$ cat src/rtl/cmd_deframer_pkg.sv
`default_nettype none
// +----------------------------------------------------------------------+
// | cmd_deframer_pkg : opcodes, FSM states and frame decode helper       |
// | Revision: 1.0                                                        |
// +----------------------------------------------------------------------+
package cmd_deframer_pkg;

    localparam logic [1:0] OP_SET_OFFSET = 2'd0;
    localparam logic [1:0] OP_RELOAD     = 2'd1;
    localparam logic [1:0] OP_QUERY      = 2'd2;
    localparam logic [1:0] OP_DAC        = 2'd3;

    localparam int HDR_FLAG_BIT   = 7;
    localparam int OFFSET_FIELD_W = 12;

    typedef enum logic [1:0] {
        ST_IDLE = 2'd0,
        ST_HDR  = 2'd1,
        ST_D1   = 2'd2,
        ST_OUT  = 2'd3
    } state_e;

    typedef struct packed {
        logic [1:0]                op;
        logic [6:0]                index;
        logic [OFFSET_FIELD_W-1:0] offset;
        logic                      dac_sel;
        logic [7:0]                dac_value;
    } cmd_t;

    // Only the 7 payload bits of each byte carry information.
    function automatic cmd_t decode_frame(input logic [6:0] hdr,
                                          input logic [6:0] b1,
                                          input logic [6:0] b2);
        cmd_t c;
        c.op        = hdr[6:5];
        c.index     = {hdr[4:0], b1[6:5]};
        c.offset    = {b1[4:0], b2};
        c.dac_sel   = hdr[4];
        c.dac_value = {b1[0], b2};
        return c;
    endfunction

endpackage
`default_nettype wire

$ cat src/rtl/cmd_deframer_frame_timer.sv
`default_nettype none
// +----------------------------------------------------------------------+
// | frame_timer : inter-byte idle counter with one-cycle expire pulse    |
// | Revision: 1.0                                                        |
// +----------------------------------------------------------------------+
module frame_timer #(
    parameter int TIMEOUT_CYCLES = 50000
) (
    input  logic clk,
    input  logic rst,
    input  logic clear_i,
    input  logic enable_i,
    output logic expire_o
);

    localparam int CNT_W = (TIMEOUT_CYCLES > 1) ? $clog2(TIMEOUT_CYCLES) : 1;
    localparam logic [CNT_W-1:0] CNT_LAST = CNT_W'(TIMEOUT_CYCLES - 1);

    logic [CNT_W-1:0] cnt_q;
    logic             at_last;

    assign at_last  = (cnt_q == CNT_LAST);
    // A clear in the same cycle (accepted byte) suppresses the expiry.
    assign expire_o = enable_i && !clear_i && at_last;

    always_ff @(posedge clk or posedge rst) begin
        if (rst) begin
            cnt_q <= '0;
        end else if (clear_i) begin
            cnt_q <= '0;
        end else if (enable_i && !at_last) begin
            cnt_q <= cnt_q + CNT_W'(1);
        end
    end

endmodule
`default_nettype wire

$ cat src/rtl/cmd_deframer.sv
`default_nettype none
// +----------------------------------------------------------------------+
// | cmd_deframer : 3-byte UART frame to control-core command deframer    |
// | Revision: 1.0                                                        |
// +----------------------------------------------------------------------+
module cmd_deframer #(
    parameter int OUTPUTS        = 88,
    parameter int OFFSET_WIDTH   = 11,
    parameter int TIMEOUT_CYCLES = 50000
) (
    input  logic                  clk,
    input  logic                  rst,
    input  logic [7:0]            in_data,
    input  logic                  in_valid,
    output logic                  in_ready,
    output logic                  cmd_valid,
    input  logic                  cmd_ready,
    output logic [1:0]            cmd_op,
    output logic [6:0]            cmd_index,
    output logic [OFFSET_WIDTH:0] cmd_offset,
    output logic                  cmd_dac_sel,
    output logic [7:0]            cmd_dac_value,
    output logic [7:0]            err_count,
    output logic                  frame_timeout
);
    import cmd_deframer_pkg::*;

    localparam logic [7:0] INDEX_LIMIT = 8'(OUTPUTS);

    state_e                state_q;
    logic [6:0]            hdr_q;
    logic [6:0]            b1_q;
    logic                  in_ready_q;
    logic                  cmd_valid_q;
    logic [1:0]            cmd_op_q;
    logic [6:0]            cmd_index_q;
    logic [OFFSET_WIDTH:0] cmd_offset_q;
    logic                  cmd_dac_sel_q;
    logic [7:0]            cmd_dac_value_q;
    logic [7:0]            err_count_q;
    logic [7:0]            err_count_d;
    logic                  frame_timeout_q;

    logic                  byte_acc;
    logic                  is_hdr;
    logic                  timer_run;
    logic                  timer_clear;
    logic                  timer_expire;
    logic                  frame_ok;
    logic                  err_inc;
    cmd_t                  frame_dec;

    assign byte_acc    = in_valid && in_ready_q;
    assign is_hdr      = in_data[HDR_FLAG_BIT];
    assign timer_run   = (state_q == ST_HDR) || (state_q == ST_D1);
    assign timer_clear = !timer_run || byte_acc;

    frame_timer #(
        .TIMEOUT_CYCLES(TIMEOUT_CYCLES)
    ) u_frame_timer (
        .clk     (clk),
        .rst     (rst),
        .clear_i (timer_clear),
        .enable_i(timer_run),
        .expire_o(timer_expire)
    );

    // Decode assumes in_data is the final data byte; only used in D1.
    assign frame_dec = decode_frame(hdr_q, b1_q, in_data[6:0]);
    assign frame_ok  = (frame_dec.op != OP_SET_OFFSET) ||
                       ({1'b0, frame_dec.index} < INDEX_LIMIT);

    always_comb begin
        err_inc = 1'b0;
        case (state_q)
            ST_IDLE: err_inc = byte_acc && !is_hdr;
            ST_HDR:  err_inc = (byte_acc && is_hdr) || timer_expire;
            ST_D1:   err_inc = (byte_acc && (is_hdr || !frame_ok)) || timer_expire;
            default: err_inc = 1'b0;
        endcase
    end

    // Coincident error sources collapse into a single saturating increment.
    assign err_count_d = (err_inc && (err_count_q != 8'hFF)) ? err_count_q + 8'd1
                                                             : err_count_q;

    always_ff @(posedge clk or posedge rst) begin
        if (rst) begin
            state_q         <= ST_IDLE;
            hdr_q           <= '0;
            b1_q            <= '0;
            in_ready_q      <= 1'b0;
            cmd_valid_q     <= 1'b0;
            cmd_op_q        <= '0;
            cmd_index_q     <= '0;
            cmd_offset_q    <= '0;
            cmd_dac_sel_q   <= 1'b0;
            cmd_dac_value_q <= '0;
            err_count_q     <= '0;
            frame_timeout_q <= 1'b0;
        end else begin
            in_ready_q      <= 1'b1;
            frame_timeout_q <= 1'b0;
            err_count_q     <= err_count_d;
            case (state_q)
                ST_IDLE: begin
                    if (byte_acc && is_hdr) begin
                        hdr_q   <= in_data[6:0];
                        state_q <= ST_HDR;
                    end
                end
                ST_HDR: begin
                    if (byte_acc) begin
                        if (is_hdr) begin
                            hdr_q <= in_data[6:0];
                        end else begin
                            b1_q    <= in_data[6:0];
                            state_q <= ST_D1;
                        end
                    end else if (timer_expire) begin
                        state_q         <= ST_IDLE;
                        frame_timeout_q <= 1'b1;
                    end
                end
                ST_D1: begin
                    if (byte_acc) begin
                        if (is_hdr) begin
                            hdr_q   <= in_data[6:0];
                            state_q <= ST_HDR;
                        end else if (frame_ok) begin
                            cmd_op_q        <= frame_dec.op;
                            cmd_index_q     <= frame_dec.index;
                            cmd_offset_q    <= (OFFSET_WIDTH+1)'(frame_dec.offset);
                            cmd_dac_sel_q   <= frame_dec.dac_sel;
                            cmd_dac_value_q <= frame_dec.dac_value;
                            cmd_valid_q     <= 1'b1;
                            in_ready_q      <= 1'b0;
                            state_q         <= ST_OUT;
                        end else begin
                            state_q <= ST_IDLE;
                        end
                    end else if (timer_expire) begin
                        state_q         <= ST_IDLE;
                        frame_timeout_q <= 1'b1;
                    end
                end
                ST_OUT: begin
                    if (cmd_ready) begin
                        cmd_valid_q <= 1'b0;
                        state_q     <= ST_IDLE;
                    end else begin
                        in_ready_q <= 1'b0;
                    end
                end
                default: state_q <= ST_IDLE;
            endcase
        end
    end

    assign in_ready      = in_ready_q;
    assign cmd_valid     = cmd_valid_q;
    assign cmd_op        = cmd_op_q;
    assign cmd_index     = cmd_index_q;
    assign cmd_offset    = cmd_offset_q;
    assign cmd_dac_sel   = cmd_dac_sel_q;
    assign cmd_dac_value = cmd_dac_value_q;
    assign err_count     = err_count_q;
    assign frame_timeout = frame_timeout_q;

endmodule
`default_nettype wire

$ cat config.mk
export PLATFORM = sky130hd
export DESIGN_NAME = cmd_deframer
export DESIGN_NICKNAME = d
export VERILOG_FILES = /design/src/rtl/cmd_deframer_pkg.sv /design/src/rtl/cmd_deframer_frame_timer.sv /design/src/rtl/cmd_deframer.sv
export SDC_FILE = /design/constraint.sdc
export NUM_CORES = 1
export LEC_CHECK = 0
export BUFFER_PORTS_ARGS = -buffer_cell sky130_fd_sc_hd__buf_2
export CAP_MARGIN = 20
export CELL_PAD_IN_SITES_DETAIL_PLACEMENT = 1
export CELL_PAD_IN_SITES_GLOBAL_PLACEMENT = 1
export CORE_MARGIN = 2
export CORE_UTILIZATION = 30
export CTS_CLUSTER_SIZE = 10
export DETAILED_ROUTE_END_ITERATION = 10
export HOLD_SLACK_MARGIN = 0.1
export PLACE_DENSITY_LB_ADDON = 0.1
export SLEW_MARGIN = 20
export SYNTH_ARGS = -nofsm -noshare
export SYNTH_HDL_FRONTEND = slang
export SYNTH_SLANG_ARGS = --single-unit
$ cat constraint.sdc
create_clock -name clk -period 2.75 [get_ports clk]
set_clock_uncertainty 0.05 [all_clocks]
set_input_delay 0.4125 -clock clk [delete_from_list [all_inputs] [get_ports clk]]
set_output_delay 0.4125 -clock clk [all_outputs]
set_load 0.01 [all_outputs]
==> impl_metrics.ini <==
[worst_setup_path]
start_kind = flop
cp_slowest_cell = or4b_1
crit_type = flop to flop
cp_top_family = simple AND/OR/NAND/NOR gates
crit_path_end_kind = flop
ff2ff_setup_slack_ns = 0.52
path_max_fanout = 10
crit_required_ns = 2.92
arrival_ns = 2.41
r2r-start = u_frame_timer.cnt_q[4]
crit_chain = or4b_1 > nor4_4 > and2b_1 > o21ai_4 > mux2_4
cp_num_buf_inv = 0
r2r_cells = 5
r2r_end = err_count[1]
cp_slowest_stage_delay_ns = 0.59

[timing]
fin_crit_sh = 0.811
finalSetupViolations = 0
tns_ns = 0
fmax_mhz = 448
worst_pin_slew_ns = 0.676
rsz0062_at_grt = false
final_max_slew_viol_count = 0
slew_headroom = 0.549
hold_viol = 0
period_minus_slack_ns = 2.23

[grt]
grt_use_total = 0.130
grt_use_met2 = 0.205
grtUsageMet1 = 0.174
grt_start_max_net_pins = 35
grt_pass1_vias = 2245
grt_overflow = 0
gr-usage-met3 = 0.0396
grt_pass1_wl_mm = 11.3
antenna_found_initial = 0
grt_busiest_layer = met2

[synth]
synth-adder-area-share = 0.0252
ys.flop_type = dfrtp_1
synthDistinctLibCells = 42
synthMuxAreaShare = 0.141
synthCells = 253
synth_area_um2 = 2980
synthXorXnorAreaFrac = 0.0440
synth_seq_cells = 64
yosys_warnings = 0
synth.top_cell.area_share = 0.537
synth_simple_gate_area_share = 0.141
async_flop_share = 1.00
synth_fp_nets = 271
synth_area_leaders = dfrtp_1, mux2_2, ha_1
synth_top_area_cell = dfrtp_1
postSynthAreaPerCell_um2 = 11.8
synth_top_family_by_area = simple AND/OR/NAND/NOR gates
synth-compound-area-share = 0.0763
synth_edf_count = 0
yosysSeqAreaShare = 0.537

[clocking]
cts_hold_buf = 0
cts_tree = built
cts-root-buf = clkbuf_8
htree_levels = 3
path_clk_slew_ns = 0.07
cts_buffer_depth = 2
post_cts_buffers = 0
cts_resized = 0
clk_latency_ns = 0.33
numCtsBuffers = 9
cts_sinks = 64

[place]
port_buffers = 52
dpl.hpwl_mm = 4.50
gp_congestion = 0.808

[drt]
avgRoutedWirePerCell_um = 14.3
first_pass_iters = 4
drtIter0Drc = 56
vias_per_cell = 4.77
routed_wirelength_mm = 6.36
vias = 2124
ant_nets = 0
drc = 0

[pwr]
p_leak_uw = 0.00169
power.total_uw = 3640
power_per_cell_area_nw_per_um2 = 1010
peakVddDrop_v = 0.000327

[layout]
postLayoutCoreUtil = 0.369
area_growth_pct = 20.5
nets = 325
final_common_cell = dfrtp_1
n_antenna_cell = 0
drive_gt1_frac = 0.365
num-fill-cells = 1127
final_cell_mix = dfrtp_1, buf_2, mux2_2

[floorplan]
core_um2 = 9730
die_area_um2 = 10800
fp.dieH_um = 104
io_pins = 53
rows = 36
start_util = 0.307
fp.dieW_um = 104

[status]
outcome = finished, final reports clean

[min_path]
hold_path_class = input port to asynchronous set/reset pin

[flow_run]
cap_violations = 0
## per-layer routing
| layer | up-vias | share of wire |
|---|---|---|
| li1 | 1001 | - |
| met2 | 36 | 0.48 |
| met3 | 8 | 0.039 |
| met5 | - | 0 |
| met1 | 1079 | 0.47 |
| met4 | 0 | 0.012 |
## kinds of logic after synthesis
logic type	after synthesis
flops	64
xor+xnor	15
fa+ha+maj	6
buf+inv	18
mux	37
compound gates	35
simple gates	78
## state kept, by name, indices dropped and copies added (netlist names), 2 cells and up
name and cells:
u_frame_timer.cnt_q 16, cmd_offset 12, err_count 8, b1_q 7
cmd_index 7, hdr_q 7, cmd_op 2, state_q 2
## how the worst max path moves through the flow
stage	from	end	slack, ns	depth (start not counted)
after floorplan	u_frame_timer.cnt_q[5]	err_count[1]	0.61	6
after global placement	u_frame_timer.cnt_q[4]	err_count[1]	0.52	5
after detailed placement	u_frame_timer.cnt_q[4]	err_count[1]	0.50	5
after CTS	u_frame_timer.cnt_q[4]	err_count[1]	0.50	5
after global routing	u_frame_timer.cnt_q[4]	err_count[1]	0.38	5
final	u_frame_timer.cnt_q[4]	err_count[1]	0.52	5
## Yosys cell counts (all sizes together) (3+ instances only)
cell type	n
xor2	7
nand3	10
nor3	5
nand2b	3
and4	3
nand2	19
inv	4
nand4	4
mux2	36
ha	6
a31oi	5
o21ai	10
a21oi	9
dfrtp	64
clkbuf	3
buf	11
nor2	16
xnor2	8
or3	6
## area by class of cell
| type | count | area, um2 | area share |
|---|---|---|---|
| sequential | 64 | 1600 | 0.446 |
| clock inverter | 6 | 91.3 | 0.0254 |
| clock buffer | 10 | 138 | 0.0383 |
| inverter | 4 | 15.0 | 0.00418 |
| multi-input combinational | 171 | 1270 | 0.354 |
| tap | 133 | 166 | 0.0463 |
| timing repair buffer | 57 | 310 | 0.0863 |
## stage by stage
step / hold WS, ns / cell area (um2) / instances / setup WS, ns
5_1_grt: 0.163 / 3590 / 445 / 0.384
4_1_cts: 0.139 / 3590 / 445 / 0.501
2_1_floorplan: 0.425 / 2980 / 253 / 0.606
3_3_place_gp: 0.433 / 3370 / 429 / 0.519
6_report: 0.121 / 3590 / 445 / 0.519
3_5_place_dp: 0.441 / 3370 / 429 / 0.503
## report_power, final
part | switching [uW] | internal, uW | total [uW]
Sequential | 214 | 1240 | 1460
Clock | 386 | 540 | 926
Combinational | 640 | 620 | 1260
Total | 1240 | 2400 | 3640
(Power assumes the default switching activity.)
